$ cat src/rtl/fb_port_ctrl.sv
// Frame buffer port responder: turns the capture controller's active-low write/read
// requests into Avalon-MM bursts and reports full / rd_done / read data back.
module fb_port_ctrl #(
    parameter int DATA_W      = 32,
    parameter int ADDR_W      = 25,
    parameter int BASE_ADDR   = 0,
    parameter int FRAME_WORDS = 307200,
    parameter int BURST_LEN   = 8
) (
    input  logic              clk,
    input  logic              reset,
    input  logic              wr_en,
    input  logic [DATA_W-1:0] wr_data,
    input  logic              rd_en,
    input  logic              swap,
    output logic              avl_ready,
    output logic              full,
    output logic              rd_done,
    output logic              rd_data_valid,
    output logic [DATA_W-1:0] rd_data,
    output logic [ADDR_W-1:0] mem_addr,
    output logic              mem_write_req,
    output logic              mem_read_req,
    output logic              mem_burstbegin,
    output logic [6:0]        mem_size,
    output logic [DATA_W-1:0] mem_wdata,
    input  logic              mem_ready,
    input  logic              mem_rdata_valid,
    input  logic [DATA_W-1:0] mem_rdata
);

    localparam int CW = $clog2(FRAME_WORDS + 1);
    localparam int BW = 7;
    localparam logic [CW-1:0] FW    = CW'(FRAME_WORDS);
    localparam logic [CW-1:0] BL    = CW'(BURST_LEN);
    localparam logic [BW-1:0] BL_M1 = BW'(BURST_LEN - 1);

    typedef enum logic [1:0] {S_IDLE, S_WR, S_RD_CMD, S_RD_WAIT} state_t;

    state_t          state;
    logic [CW-1:0]   wr_ptr;
    logic [CW-1:0]   rd_ptr;
    logic [CW-1:0]   rd_ret;
    logic [BW-1:0]   beat;
    logic [BW-1:0]   rd_cnt;
    logic            swap_pend;
    logic            wr_phase;
    logic            swap_now;
    logic            wr_acc;
    logic            rd_beat;

    // A pending swap owns the idle cycle, so no beat is accepted against stale pointers.
    assign wr_phase       = (state == S_IDLE) || (state == S_WR);
    assign swap_now       = (state == S_IDLE) && (swap || swap_pend);
    assign mem_write_req  = reset && !wr_en && !full && wr_phase && !swap_now;
    assign avl_ready      = mem_ready && !full && wr_phase && !swap_now;
    assign wr_acc         = mem_write_req && mem_ready;
    assign mem_wdata      = wr_data;
    assign mem_read_req   = (state == S_RD_CMD);
    assign mem_burstbegin = mem_read_req || (mem_write_req && (beat == '0));
    assign mem_size       = 7'(BURST_LEN);
    assign rd_beat        = mem_rdata_valid && (state == S_RD_WAIT);

    always_comb begin
        mem_addr = ADDR_W'(BASE_ADDR) + ADDR_W'(wr_ptr - CW'(beat));
        if (state == S_RD_CMD)
            mem_addr = ADDR_W'(BASE_ADDR) + ADDR_W'(rd_ptr);
    end

    always_ff @(posedge clk) begin
        if (!reset) begin
            state         <= S_IDLE;
            wr_ptr        <= '0;
            rd_ptr        <= '0;
            rd_ret        <= '0;
            beat          <= '0;
            rd_cnt        <= '0;
            swap_pend     <= 1'b0;
            full          <= 1'b0;
            rd_done       <= 1'b0;
            rd_data_valid <= 1'b0;
            rd_data       <= '0;
        end else begin
            rd_data_valid <= rd_beat;
            if (rd_beat)
                rd_data <= mem_rdata;
            if (swap && (state != S_IDLE))
                swap_pend <= 1'b1;

            // Write beats share one step for both S_IDLE and S_WR.
            if (wr_acc) begin
                wr_ptr <= (wr_ptr == FW) ? FW : wr_ptr + CW'(1);
                if (wr_ptr == FW - CW'(1))
                    full <= 1'b1;
                if (beat == BL_M1) begin
                    beat  <= '0;
                    state <= S_IDLE;
                end else begin
                    beat  <= beat + BW'(1);
                    state <= S_WR;
                end
            end

            case (state)
                S_IDLE: begin
                    if (swap_now) begin
                        wr_ptr    <= '0;
                        rd_ptr    <= '0;
                        rd_ret    <= '0;
                        beat      <= '0;
                        full      <= 1'b0;
                        rd_done   <= 1'b0;
                        swap_pend <= 1'b0;
                    end else if (!wr_acc && !rd_en && !rd_done) begin
                        state <= S_RD_CMD;
                    end
                end
                S_WR: ;
                S_RD_CMD: begin
                    if (mem_ready) begin
                        rd_ptr <= (rd_ptr >= FW - BL) ? FW : rd_ptr + BL;
                        rd_cnt <= '0;
                        state  <= S_RD_WAIT;
                    end
                end
                S_RD_WAIT: begin
                    if (mem_rdata_valid) begin
                        rd_ret <= (rd_ret == FW) ? FW : rd_ret + CW'(1);
                        if (rd_ret == FW - CW'(1))
                            rd_done <= 1'b1;
                        if (rd_cnt == BL_M1) begin
                            rd_cnt <= '0;
                            state  <= S_IDLE;
                        end else begin
                            rd_cnt <= rd_cnt + BW'(1);
                        end
                    end
                end
                default: state <= S_IDLE;
            endcase
        end
    end

endmodule

$ cat config.mk
export PLATFORM = sky130hd
export DESIGN_NAME = fb_port_ctrl
export DESIGN_NICKNAME = d
export VERILOG_FILES = /design/src/rtl/fb_port_ctrl.sv
export SDC_FILE = /design/constraint.sdc
export NUM_CORES = 1
export LEC_CHECK = 0
export CAP_MARGIN = 15
export CORE_MARGIN = 3
export CORE_UTILIZATION = 53
export CTS_CLUSTER_SIZE = 12
export DETAILED_ROUTE_END_ITERATION = 12
export PLACE_DENSITY = 0.83
export SETUP_SLACK_MARGIN = 0.5
export SLEW_MARGIN = 20
export SYNTH_ARGS = -nofsm -noshare
export SYNTH_HDL_FRONTEND = slang
export SYNTH_SLANG_ARGS = --single-unit
$ cat constraint.sdc
create_clock -name clk -period 7.3 [get_ports clk]
set_input_delay 1.46 -clock clk [delete_from_list [all_inputs] [get_ports clk]]
set_output_delay 1.46 -clock clk [all_outputs]
set_load 0.005 [all_outputs]
==> impl_metrics.toml <==
[yosys]
ys_types = 74
seq_area_frac_synth_pct = 33.96
ys_warn_count = 0
synth_edf_count = 0
ys.flop_type = "dfxtp_1"
synth_area_per_cell_um2 = 7.850
ys_ff_latch = 106
netlist.area_leader.share_pct = 33.96
synthTopCellsByArea = "dfxtp_1 (34%), nand2_1 (7.1%), buf_4 (5.3%)"
synth_largest_area_cell = "dfxtp_1"
async_flop_share_pct = 0
syn_inst = 796
synth_area_um2 = 6248

[critical_path]
setup.worst_path.start_class = "flop"
endpoint_kind = "primary output"
required_ns = 5.84
rr_endpoint = "rd_ptr[9]$_SDFFE_PN0P_"
crit_chain = "nand2b_1 -> inv_1 -> nor4_1 -> clkdlybuf4s50_1"
slowest_delay_ns = 0.80
r2r_slack_ns = 4.50
rr_worst_depth = 4
crit_arrival_ns = 3.94
critPathSlowestCell = "nand2b_1"
r2r_start = "state[0]$_SDFF_PN0_"
path_class = "flop to primary output"
cp_max_fo = 27

[clock_network]
cts.path.max_buffers = 2
clock_sinks = 106
insertion_delay_ns = 0.35
path_clk_slew_ns = 0.07
ctsRootBufferMaster = "clkbuf_16"
holdBufCountCts = 0
cts_tree = "yes"
post_cts_resized = 0
post-cts-setup-buffers = 0
htreeDepth = 3
cts_buffers = 9

[timing]
clock.fmax_ghz = 0.1850
tns_ns = 0
tightest_slew_ns = 0.9151
relSlewSlack_pct = 38.99
rsz0062_at_grt = "no"
min_period_over_period_pct = 74.04
hold_viol = 0
setup_violations = 0
worst_slack_ns = 1.895
clock_skew_ns = 0.005529
hold_slack_ns = 0.4630
period_minus_slack_ns = 5.405
drv_slew = 0

[die]
fp.dieW_um = 114.6
ioPinCount = 174
core_area_um2 = 11470
fp-row-count = 39
die-height_um = 114.6
die-area_um2 = 13130
initial_utilization_pct = 54.49

[place]
place.gp.congestion = 0.9370
dpl_worst_slack_ns = 2.314
portBuffers = 102
dp_hpwl_um = 10530

[power]
p_leak_uw = 0.002483
p_sw_share_pct = 25.93
p_clk_share_pct = 39.0
peakVddDrop_mv = 0.1302
power_switching_uw = 310.1
power.share.sequential_pct = 49.4
combPwrFrac_pct = 11.6
internal_power_uw = 885.6
power_density_nw_per_um2 = 164.1

[drt]
wl_per_cell_um = 15.12
wl_um = 14830
postRouteAntennaNets = 0
first_pass_iters = 7
drcViolationCount = 0
via_count = 5614
drt_iter0_markers = 347
vias_per_cell = 5.723

[final_layout]
diodes = 0
syn_to_final_growth_pct = 16.60
final_nets = 920
filler_cell_count = 1002
drive_gt1_share_pct = 4.773

[global_route]
overflow = 0
track_usage_pct = 22.90
grt_max_degree = 67
grt_pass1_wl_um = 24720
grt_antenna_before_repair = 0
grt_pass1_vias = 5093

[hold_path]
hold_depth = 2
worstHoldPathType = "flop to flop"
worstHoldStart = "rd_data[6]$_SDFFE_PN0P_"
holdPathEnd = "rd_data[6]$_SDFFE_PN0P_"

[outcome]
status = "finished clean"

[run]
cap_violations = 0
power groups by stage:
stage	Combinational (µW)	Sequential, µW	Clock [µW]
after floorplan	96.2	600	0
after global placement	138	604	0
after detailed placement	138	605	0
after CTS	139	591	481
after global routing	152	593	502
final	139	591	466
how the worst max path moves through the flow:
stage	from	to	cells past startpoint
finish	state[0]$_SDFF_PN0_	mem_addr[23]	4
global placement	state[0]$_SDFF_PN0_	mem_addr[23]	4
detailed placement	state[0]$_SDFF_PN0_	mem_addr[23]	4
global route	state[0]$_SDFF_PN0_	mem_addr[22]	4
CTS	state[0]$_SDFF_PN0_	mem_addr[23]	4
floorplan	beat[1]$_SDFF_PN0_	mem_addr[20]	8
cell families (layout without fill, tap and decap cells):
family | after synthesis | count (layout) | synth area share [%]
flops | 106 | 106 | 33.96
other cells | 2 | 7 | 0.1202
fa+ha+maj | 16 | 16 | 3.324
compound gates | 161 | 161 | 18.46
buf+inv | 106 | 143 | 9.191
simple gates | 359 | 359 | 28.49
xor+xnor | 46 | 46 | 6.448
cell usage in the layout (no fill, tap or decap), types with 14 or more instances in the layout:
cell,netlist,layout
xnor2_1,37,37
inv_1,21,21
clkdlybuf4s50_1,0,101
ha_1,15,15
dfxtp_1,106,106
and3_1,14,14
o21ai_0,38,36
nor3_1,28,28
nand4_1,14,14
nor4_1,16,16
nand3_1,28,28
nand2_1,118,118
a21oi_1,22,22
a21boi_0,37,37
nor2_1,83,83
state kept, by name (all words and copies together) (netlist names):
name	flops
beat	7
full	1
rd_cnt	7
rd_data	32
rd_data_valid	1
rd_done	1
rd_ptr	16
rd_ret	19
state	2
swap_pend	1
wr_ptr	19
synthesized netlist by cell type, types with 9 or more instances:
| library cell | number |
|---|---|
| nand2_1 | 118 |
| dfxtp_1 | 106 |
| nor2_1 | 83 |
| buf_4 | 44 |
| o21ai_0 | 38 |
| a21boi_0 | 37 |
| xnor2_1 | 37 |
| clkbuf_1 | 28 |
| nand3_1 | 28 |
| nor3_1 | 28 |
| a21oi_1 | 22 |
| inv_1 | 21 |
| nor4_1 | 16 |
| ha_1 | 15 |
| and3_1 | 14 |
| nand4_1 | 14 |
| a31oi_1 | 9 |
| or3_1 | 9 |
| xor2_1 | 9 |
cell type report:
cell class	instances	area, µm²	area share [%]
clock inverters	7	60.06	0.8243
inverters	21	78.83	1.082
flip-flops and latches	106	2122	29.13
multi-input cells	589	3575	49.06
repair buffers	106	1046	14.36
clock buffers	9	225.2	3.091
well taps	143	178.9	2.456
through the flow:
| stage | cell area (µm²) | cells | util [%] | total power [µW] |
|---|---|---|---|---|
| 5_1_grt | 7286 | 981 | 63.54 | 1246 |
| 3_5_place_dp | 6997 | 965 | 61.01 | 742.5 |
| 3_3_place_gp | 6997 | 965 | 61.01 | 742.2 |
| 6_report | 7286 | 981 | 63.54 | 1196 |
| 2_1_floorplan | 6267 | 801 | - | 696.4 |
| 4_1_cts | 7282 | 981 | 63.50 | 1211 |
routing by layer:
layer	routed length, µm	vias up	GRT usage, %	part of all wire (%)
met5	0	-	0	0
met4	260	0	7.918	1.8
met3	1096	23	4.070	7.4
met2	6634	201	36.32	45
met1	6841	2569	31.37	46
li1	-	2821	-	-
critical path: cells and delay by family (launching register included):
family | cells | cell delay [ns]
flip-flops | 1 | 0.73
buffers and inverters | 2 | 1.27
AND/OR/NAND/NOR | 2 | 1.59
Note: power is estimated with default switching activity, not from simulation.
